$ cat src/rtl/timer_apb_multi.sv
// APB4 multi-channel timer: shared prescaler feeding NUM_CH counters, each with
// one-shot/periodic reload, up/down count, PWM compare, expiry trigger and maskable irq.

package timer_apb_multi_pkg;
  typedef struct packed {
    logic irq_en;
    logic pwm_en;
    logic up;
    logic oneshot;
    logic en;
  } ctrl_t;

  function automatic logic [31:0] byte_merge(input logic [31:0] old,
                                             input logic [31:0] wdata,
                                             input logic [3:0]  strb);
    logic [31:0] r;
    r = old;
    for (int b = 0; b < 4; b++)
      if (strb[b]) r[8*b +: 8] = wdata[8*b +: 8];
    return r;
  endfunction
endpackage

module timer_ch import timer_apb_multi_pkg::*; #(
  parameter int CNT_W = 32
) (
  input  logic             clk,
  input  logic             rst,
  input  logic             tick,
  input  logic             wr_ctrl,
  input  logic             wr_load,
  input  logic             wr_cmp,
  input  logic [31:0]      wdata,
  input  logic [3:0]       strb,
  output ctrl_t            ctrl,
  output logic [CNT_W-1:0] load,
  output logic [CNT_W-1:0] cmp,
  output logic [CNT_W-1:0] count,
  output logic             expire,
  output logic             trigger,
  output logic             pwm
);
  logic load_pend;
  logic at_end;

  assign at_end = ctrl.up ? (count == load) : (count == '0);
  // A pending LOAD_CMD owns this edge, so a coincident tick is not an expiry.
  assign expire = ctrl.en && tick && !load_pend && at_end;

  always_ff @(posedge clk) begin
    if (rst) begin
      ctrl      <= '0;
      load      <= '0;
      cmp       <= '0;
      count     <= '0;
      load_pend <= 1'b0;
      trigger   <= 1'b0;
      pwm       <= 1'b0;
    end else begin
      if (wr_load) load <= CNT_W'(byte_merge(32'(load), wdata, strb));
      if (wr_cmp)  cmp  <= CNT_W'(byte_merge(32'(cmp), wdata, strb));
      load_pend <= wr_ctrl && strb[0] && wdata[5];

      if (load_pend || expire)
        count <= ctrl.up ? '0 : load;
      else if (ctrl.en && tick)
        count <= ctrl.up ? count + 1'b1 : count - 1'b1;

      // A software CTRL write on the expiry edge takes precedence over the one-shot stop.
      if (wr_ctrl && strb[0])
        ctrl <= ctrl_t'(wdata[4:0]);
      else if (expire && ctrl.oneshot)
        ctrl.en <= 1'b0;

      trigger <= expire;
      pwm     <= ctrl.en && ctrl.pwm_en && (count < cmp);
    end
  end
endmodule

module timer_apb_multi import timer_apb_multi_pkg::*; #(
  parameter int NUM_CH = 4,
  parameter int CNT_W  = 32,
  parameter int PRE_W  = 16,
  parameter int ADDR_W = 12
) (
  input  logic              pclk,
  input  logic              preset,
  input  logic [ADDR_W-1:0] paddr,
  input  logic              psel,
  input  logic              penable,
  input  logic              pwrite,
  input  logic [31:0]       pwdata,
  input  logic [3:0]        pstrb,
  output logic              pready,
  output logic [31:0]       prdata,
  output logic              pslverr,
  output logic [NUM_CH-1:0] pwm_o,
  output logic [NUM_CH-1:0] trigger_o,
  output logic              irq
);
  logic       access, aligned, is_ch, is_pre, is_ist, err, acc_ok, wr_ok;
  logic [3:0] ch_idx;
  logic [1:0] off;

  assign access  = psel && penable;
  assign ch_idx  = paddr[7:4];
  assign off     = paddr[3:2];
  assign aligned = (paddr[1:0] == 2'b00);
  assign is_ch   = (paddr[ADDR_W-1:8] == '0) && ({28'b0, ch_idx} < 32'(NUM_CH));
  assign is_pre  = (paddr == ADDR_W'(256));
  assign is_ist  = (paddr == ADDR_W'(260));
  assign err     = !aligned || !(is_ch || is_pre || is_ist) || (is_ch && off == 2'd3 && pwrite);
  assign acc_ok  = access && !err;
  assign wr_ok   = acc_ok && pwrite;

  assign pready  = 1'b1;
  assign pslverr = access && err;

  ctrl_t [NUM_CH-1:0]             ctrl;
  logic  [NUM_CH-1:0][CNT_W-1:0]  load, cmp, count;
  logic  [NUM_CH-1:0]             expire, en_vec, ie_vec;
  logic  [NUM_CH-1:0]             wr_ctrl, wr_load, wr_cmp;
  logic                           tick;

  for (genvar i = 0; i < NUM_CH; i++) begin : g_ch
    logic sel;
    assign sel        = wr_ok && is_ch && (ch_idx == 4'(i));
    assign wr_ctrl[i] = sel && (off == 2'd0);
    assign wr_load[i] = sel && (off == 2'd1);
    assign wr_cmp[i]  = sel && (off == 2'd2);
    assign en_vec[i]  = ctrl[i].en;
    assign ie_vec[i]  = ctrl[i].irq_en;

    timer_ch #(.CNT_W(CNT_W)) u_ch (
      .clk     (pclk),
      .rst     (preset),
      .tick    (tick),
      .wr_ctrl (wr_ctrl[i]),
      .wr_load (wr_load[i]),
      .wr_cmp  (wr_cmp[i]),
      .wdata   (pwdata),
      .strb    (pstrb),
      .ctrl    (ctrl[i]),
      .load    (load[i]),
      .cmp     (cmp[i]),
      .count   (count[i]),
      .expire  (expire[i]),
      .trigger (trigger_o[i]),
      .pwm     (pwm_o[i])
    );
  end

  logic [PRE_W-1:0] prescale, pre_cnt;
  logic             any_en, wr_pre;

  assign any_en = |en_vec;
  assign wr_pre = wr_ok && is_pre;
  assign tick   = any_en && (pre_cnt == prescale);

  always_ff @(posedge pclk) begin
    if (preset) begin
      prescale <= '0;
      pre_cnt  <= '0;
    end else begin
      if (wr_pre) prescale <= PRE_W'(byte_merge(32'(prescale), pwdata, pstrb));
      if (!any_en || wr_pre || tick) pre_cnt <= '0;
      else                           pre_cnt <= pre_cnt + 1'b1;
    end
  end

  logic [NUM_CH-1:0] int_status, w1c;

  assign w1c = (wr_ok && is_ist && pstrb[0]) ? pwdata[NUM_CH-1:0] : '0;

  // Expiry set is OR-ed in after the clear so it wins a same-edge W1C.
  always_ff @(posedge pclk) begin
    if (preset) begin
      int_status <= '0;
      irq        <= 1'b0;
    end else begin
      int_status <= (int_status & ~w1c) | expire;
      irq        <= |(int_status & ie_vec);
    end
  end

  always_comb begin
    prdata = '0;
    if (acc_ok && !pwrite) begin
      if (is_pre)
        prdata = 32'(prescale);
      else if (is_ist)
        prdata = 32'(int_status);
      else
        for (int i = 0; i < NUM_CH; i++)
          if (ch_idx == 4'(i))
            case (off)
              2'd0:    prdata = 32'(ctrl[i]);
              2'd1:    prdata = 32'(load[i]);
              2'd2:    prdata = 32'(cmp[i]);
              default: prdata = 32'(count[i]);
            endcase
    end
  end
endmodule

$ cat config.mk
export PLATFORM = sky130hd
export DESIGN_NAME = timer_apb_multi
export DESIGN_NICKNAME = d
export VERILOG_FILES = /design/src/rtl/timer_apb_multi.sv
export SDC_FILE = /design/constraint.sdc
export NUM_CORES = 2
export LEC_CHECK = 0
export ABC_AREA = 1
export CAP_MARGIN = 30
export CORE_MARGIN = 3
export CORE_UTILIZATION = 55
export DETAILED_ROUTE_END_ITERATION = 16
export GPL_TIMING_DRIVEN = 0
export PLACE_DENSITY = 0.78
export SLEW_MARGIN = 20
export SYNTH_ARGS = -nofsm -noshare
export SYNTH_HDL_FRONTEND = slang
export SYNTH_SLANG_ARGS = --single-unit
$ cat constraint.sdc
create_clock -name pclk -period 3.18 [get_ports pclk]
set_clock_uncertainty 0.2 [all_clocks]
set_input_delay 0.636 -clock pclk [delete_from_list [all_inputs] [get_ports pclk]]
set_output_delay 0.636 -clock pclk [all_outputs]
set_load 0.01 [all_outputs]
==> impl_metrics.csv <==
group,metric,value,unit
timing,min_period_over_period,112,%
floorplan,die_y,266,um
logic_synthesis,synth_most_common_cell,"nand2_1",
timing,slew_headroom,20.6,%
floorplan,top_level_ports,96,
place,io_buffers,79,
floorplan,core,0.0665,mm^2
logic_synthesis,yosys.cell_types.count,53,
logic_synthesis,synthTopCellsByCount,"1544 x nand2_1, 860 x inv_1, 844 x nor2_1",
drt,vias,44100,
outcome,outcome,"finished with violations",
logic_synthesis,ys_seq_area_share,24.3,%
power,swShare,27.4,%
floorplan,initial_core_util,56.1,%
drt,routed.top_layer,"met5",
job,drv_cap,0,
setup_path,reg2reg_depth,13,
setup_path,cp_max_fo,10,
logic_synthesis,postSynthAreaPerCell,6.03,um^2
place,placed_area,0.0393,mm^2
timing,max_freq,282,MHz
cells_and_area,syn_to_final_growth,15.8,%
logic_synthesis,ys.flop_type,"dfxtp_1",
drt,viasPerCell,6.04,
worst_hold_path,hold_path_class,"flop to flop",
power,power_density,303,mW/mm^2
logic_synthesis,synth_top_area_share,24.3,%
cells_and_area,drive_above_1_share,8.62,%
logic_synthesis,synth_nets,6485,
clock_network,clock_latency,0.64,ns
setup_path,cp-start-kind,"primary input",
logic_synthesis,synthesis.area,0.0373,mm^2
place,gp_congestion,1.15,
clock_network,clockBufferDepth,3,
clock_network,clkSinkCount,453,
setup_path,ff2ff_setup_slack,0.07,ns
logic_synthesis,synth_top_area_cell,"dfxtp_1",
drt,wl_met3,21.7,mm
clock_network,cts_tree,"yes",
clock_network,cts_max_level,2,
outcome,violations,"negative setup slack",
logic_synthesis,yosys_warnings,0,
floorplan,die_width,266,um
timing,finalMaxSlewViolations,0,
timing,tns,-7.36,ns
power,comb_power_share,9.4,%
cells_and_area,design_area,0.0432,mm^2
timing,period_needed,3.55,ns
grt,grt_pass1_vias,39100,
drt,wl_met1,64.0,mm
clock_network,cts-root-buf,"clkbuf_16",
timing,layout_setup_ws,-0.368,ns
drt,wl_met2,67.5,mm
timing,rsz0062_at_grt,"yes",
place,pre_cts_ws,-2.51,ns
drt,drt_first_pass_iters,9,
power,p_leak,22.5,nW
drt,drtIter0Drc,6227,
logic_synthesis,synth-seq-cells,453,
setup_path,rr_endpoint,"g_ch[0].u_ch.count[16]",
grt,antenna_found_initial,5,
power,vdd.ir_drop.worst,0.381,mV
clock_network,numCtsBuffers,52,
power,switchingPower,0.00358,W
setup_path,max_stage_delay,0.61,ns
grt,grt_max_degree,41,
place,dp_hpwl,129,mm
timing,setup_viol,42,
drt,routed_wl,168,mm
worst_hold_path,min_from,"g_ch[3].u_ch.ctrl[1]",
drt,ant_nets,0,
setup_path,crit_type,"primary input to output port",
worst_hold_path,hold-path-endpoint,"g_ch[3].u_ch.ctrl[1]",
logic_synthesis,async_flop_share,0,%
logic_synthesis,ys_top_cells_by_area,"dfxtp_1 24%, nand2_1 16%, inv_1 8.7%",
clock_network,cts_hold_buf,0,
clock_network,clk_pin_slew,0.06,ns
setup_path,slowest_stage,"clkbuf_1",
setup_path,endpoint_kind,"output port",
grt,grt_use_total,45.4,%
timing,finalHoldViolCount,0,
grt,grt_pass1_wl,244,mm
grt,grt_overflow,0,
power,p_clk_share,47.1,%
logic_synthesis,syn_inst,6183,
floorplan,row_count,94,
setup_path,crit_chain,"buf_6 > clkbuf_1 > a21oi_1 > o21ai_1 > a31oi_2 > nor3_4 > buf_2",
power,p_seq_share,43.4,%
worst_hold_path,worstHoldPathCells,2,
setup_path,critPathRequiredTime,2.34,ns
cells_and_area,fillCellCount,6433,
drt,wl_per_cell,23.0,um
floorplan,die_area,0.0709,mm^2
drt,route.detailed.drc,0,
setup_path,cp.arrival,2.71,ns
logic_synthesis,synth_edf_count,0,
setup_path,r2r-start,"g_ch[0].u_ch.ctrl[0]",
timing,worst-slew-pin-transition,1.19,ns
cells_and_area,nets,6699,
power,p_int,0.00949,W
## cells by family after synthesis
logic type               Yosys count  share of synthesized area (%)
AO/OA/AOI/OAI                   1110                           16.4
XOR/XNOR                         147                           3.45
adder cells (fa/ha/maj)          249                           8.44
buffers and inverters           1143                           12.0
flip-flops                       453                           24.3
other                              1                         0.0101
AND/OR/NAND/NOR                 3080                           35.4
## critical path: cells and delay by family
kind            cells  cell delay [ns]
compound gates      3             0.79
buf+inv             3             0.95
simple gates        1             0.34
## how the worst max path moves through the flow
stage / startpoint / end / slack [ns] / cells after the start
5_1_grt: paddr[7] / prdata[28] / -0.32 / 14
3_3_place_gp: paddr[7] / prdata[17] / -2.54 / 13
4_1_cts: paddr[6] / prdata[28] / -0.25 / 14
2_1_floorplan: paddr[3] / prdata[13] / 0.04 / 12
6_report: paddr[2] / prdata[28] / -0.37 / 7
3_5_place_dp: paddr[7] / prdata[17] / -2.51 / 13
## layer usage
metal  vias to the layer above  track usage (%)
li1                      20500                -
met1                     20000             58.3
met2                      2879             67.0
met3                       674             11.6
met4                         8             30.5
met5                         -            0.608
## area by class of cell
| cell class | instances | area [um^2] | share of cell area (%) |
|---|---|---|---|
| sequential | 453 | 9080 | 21.0 |
| tap | 864 | 1080 | 2.50 |
| timing repair buffer | 161 | 1490 | 3.46 |
| buffer | 269 | 1770 | 4.11 |
| antenna | 3 | 7.51 | 0.0174 |
| multi-input combinational | 4587 | 24700 | 57.3 |
| clock inverter | 11 | 170 | 0.394 |
| inverter | 872 | 3340 | 7.73 |
| timing repair inverter | 1 | 6.26 | 0.0145 |
| clock buffer | 76 | 1480 | 3.43 |
## metrics by stage
stage	hold slack, ns	cells	total power (W)	util, %
CTS	0.264	7269	0.0129	64.1
finish	0.265	7297	0.0131	65.0
global route	0.285	7295	0.0131	65.0
global placement	0.254	7126	0.00672	58.9
detailed placement	0.255	7135	0.00674	59.1
floorplan	0.232	6183	0.00617	-
## registers in the layout, indices dropped and copies added, names as in the netlist, 16 cells and up
signal	cells
g_ch.u_ch.count	128
g_ch.u_ch.ctrl	20
g_ch.u_ch.load	128
pre_cnt	16
prescale	16
g_ch.u_ch.cmp	128
## timing repair
action / in CTS / in global routing
buffers inserted: 47 / 22
pin swaps: 51 / 37
gates cloned: 1 / 1
endpoints found under the setup margin: 465 / 133
gates resized for setup: 565 / 123
## cell usage in the layout, fill, tap and decap left out, types with 15 or more instances in the layout
master and count:
nor3_1 33, clkbuf_2 22, xor2_1 70, o22ai_1 70, ha_1 244, buf_8 18
nand3_1 438, buf_6 36, nand2_1 1525, a221oi_1 16, nand4_1 122, inv_1 842
buf_4 74, clkbuf_1 137, clkbuf_8 18, a21oi_1 417, clkdlybuf4s50_1 37, buf_2 59
o21ai_1 57, clkbuf_16 61, nand4_4 32, o21bai_1 24, xnor2_1 77, dfxtp_1 449
o221ai_1 28, nand2_2 15, nor2_1 836, o21ai_0 353, o21ai_2 27, o211ai_1 16
## power by group through the flow
stage	clock network [W]	registers, W	logic [W]
detailed placement	0	0.00580	0.000936
floorplan	0	0.00580	0.000374
global placement	0	0.00580	0.000919
global route	0.00628	0.00567	0.00120
finish	0.00616	0.00567	0.00123
CTS	0.00609	0.00567	0.00109
(Power assumes the default switching activity.)
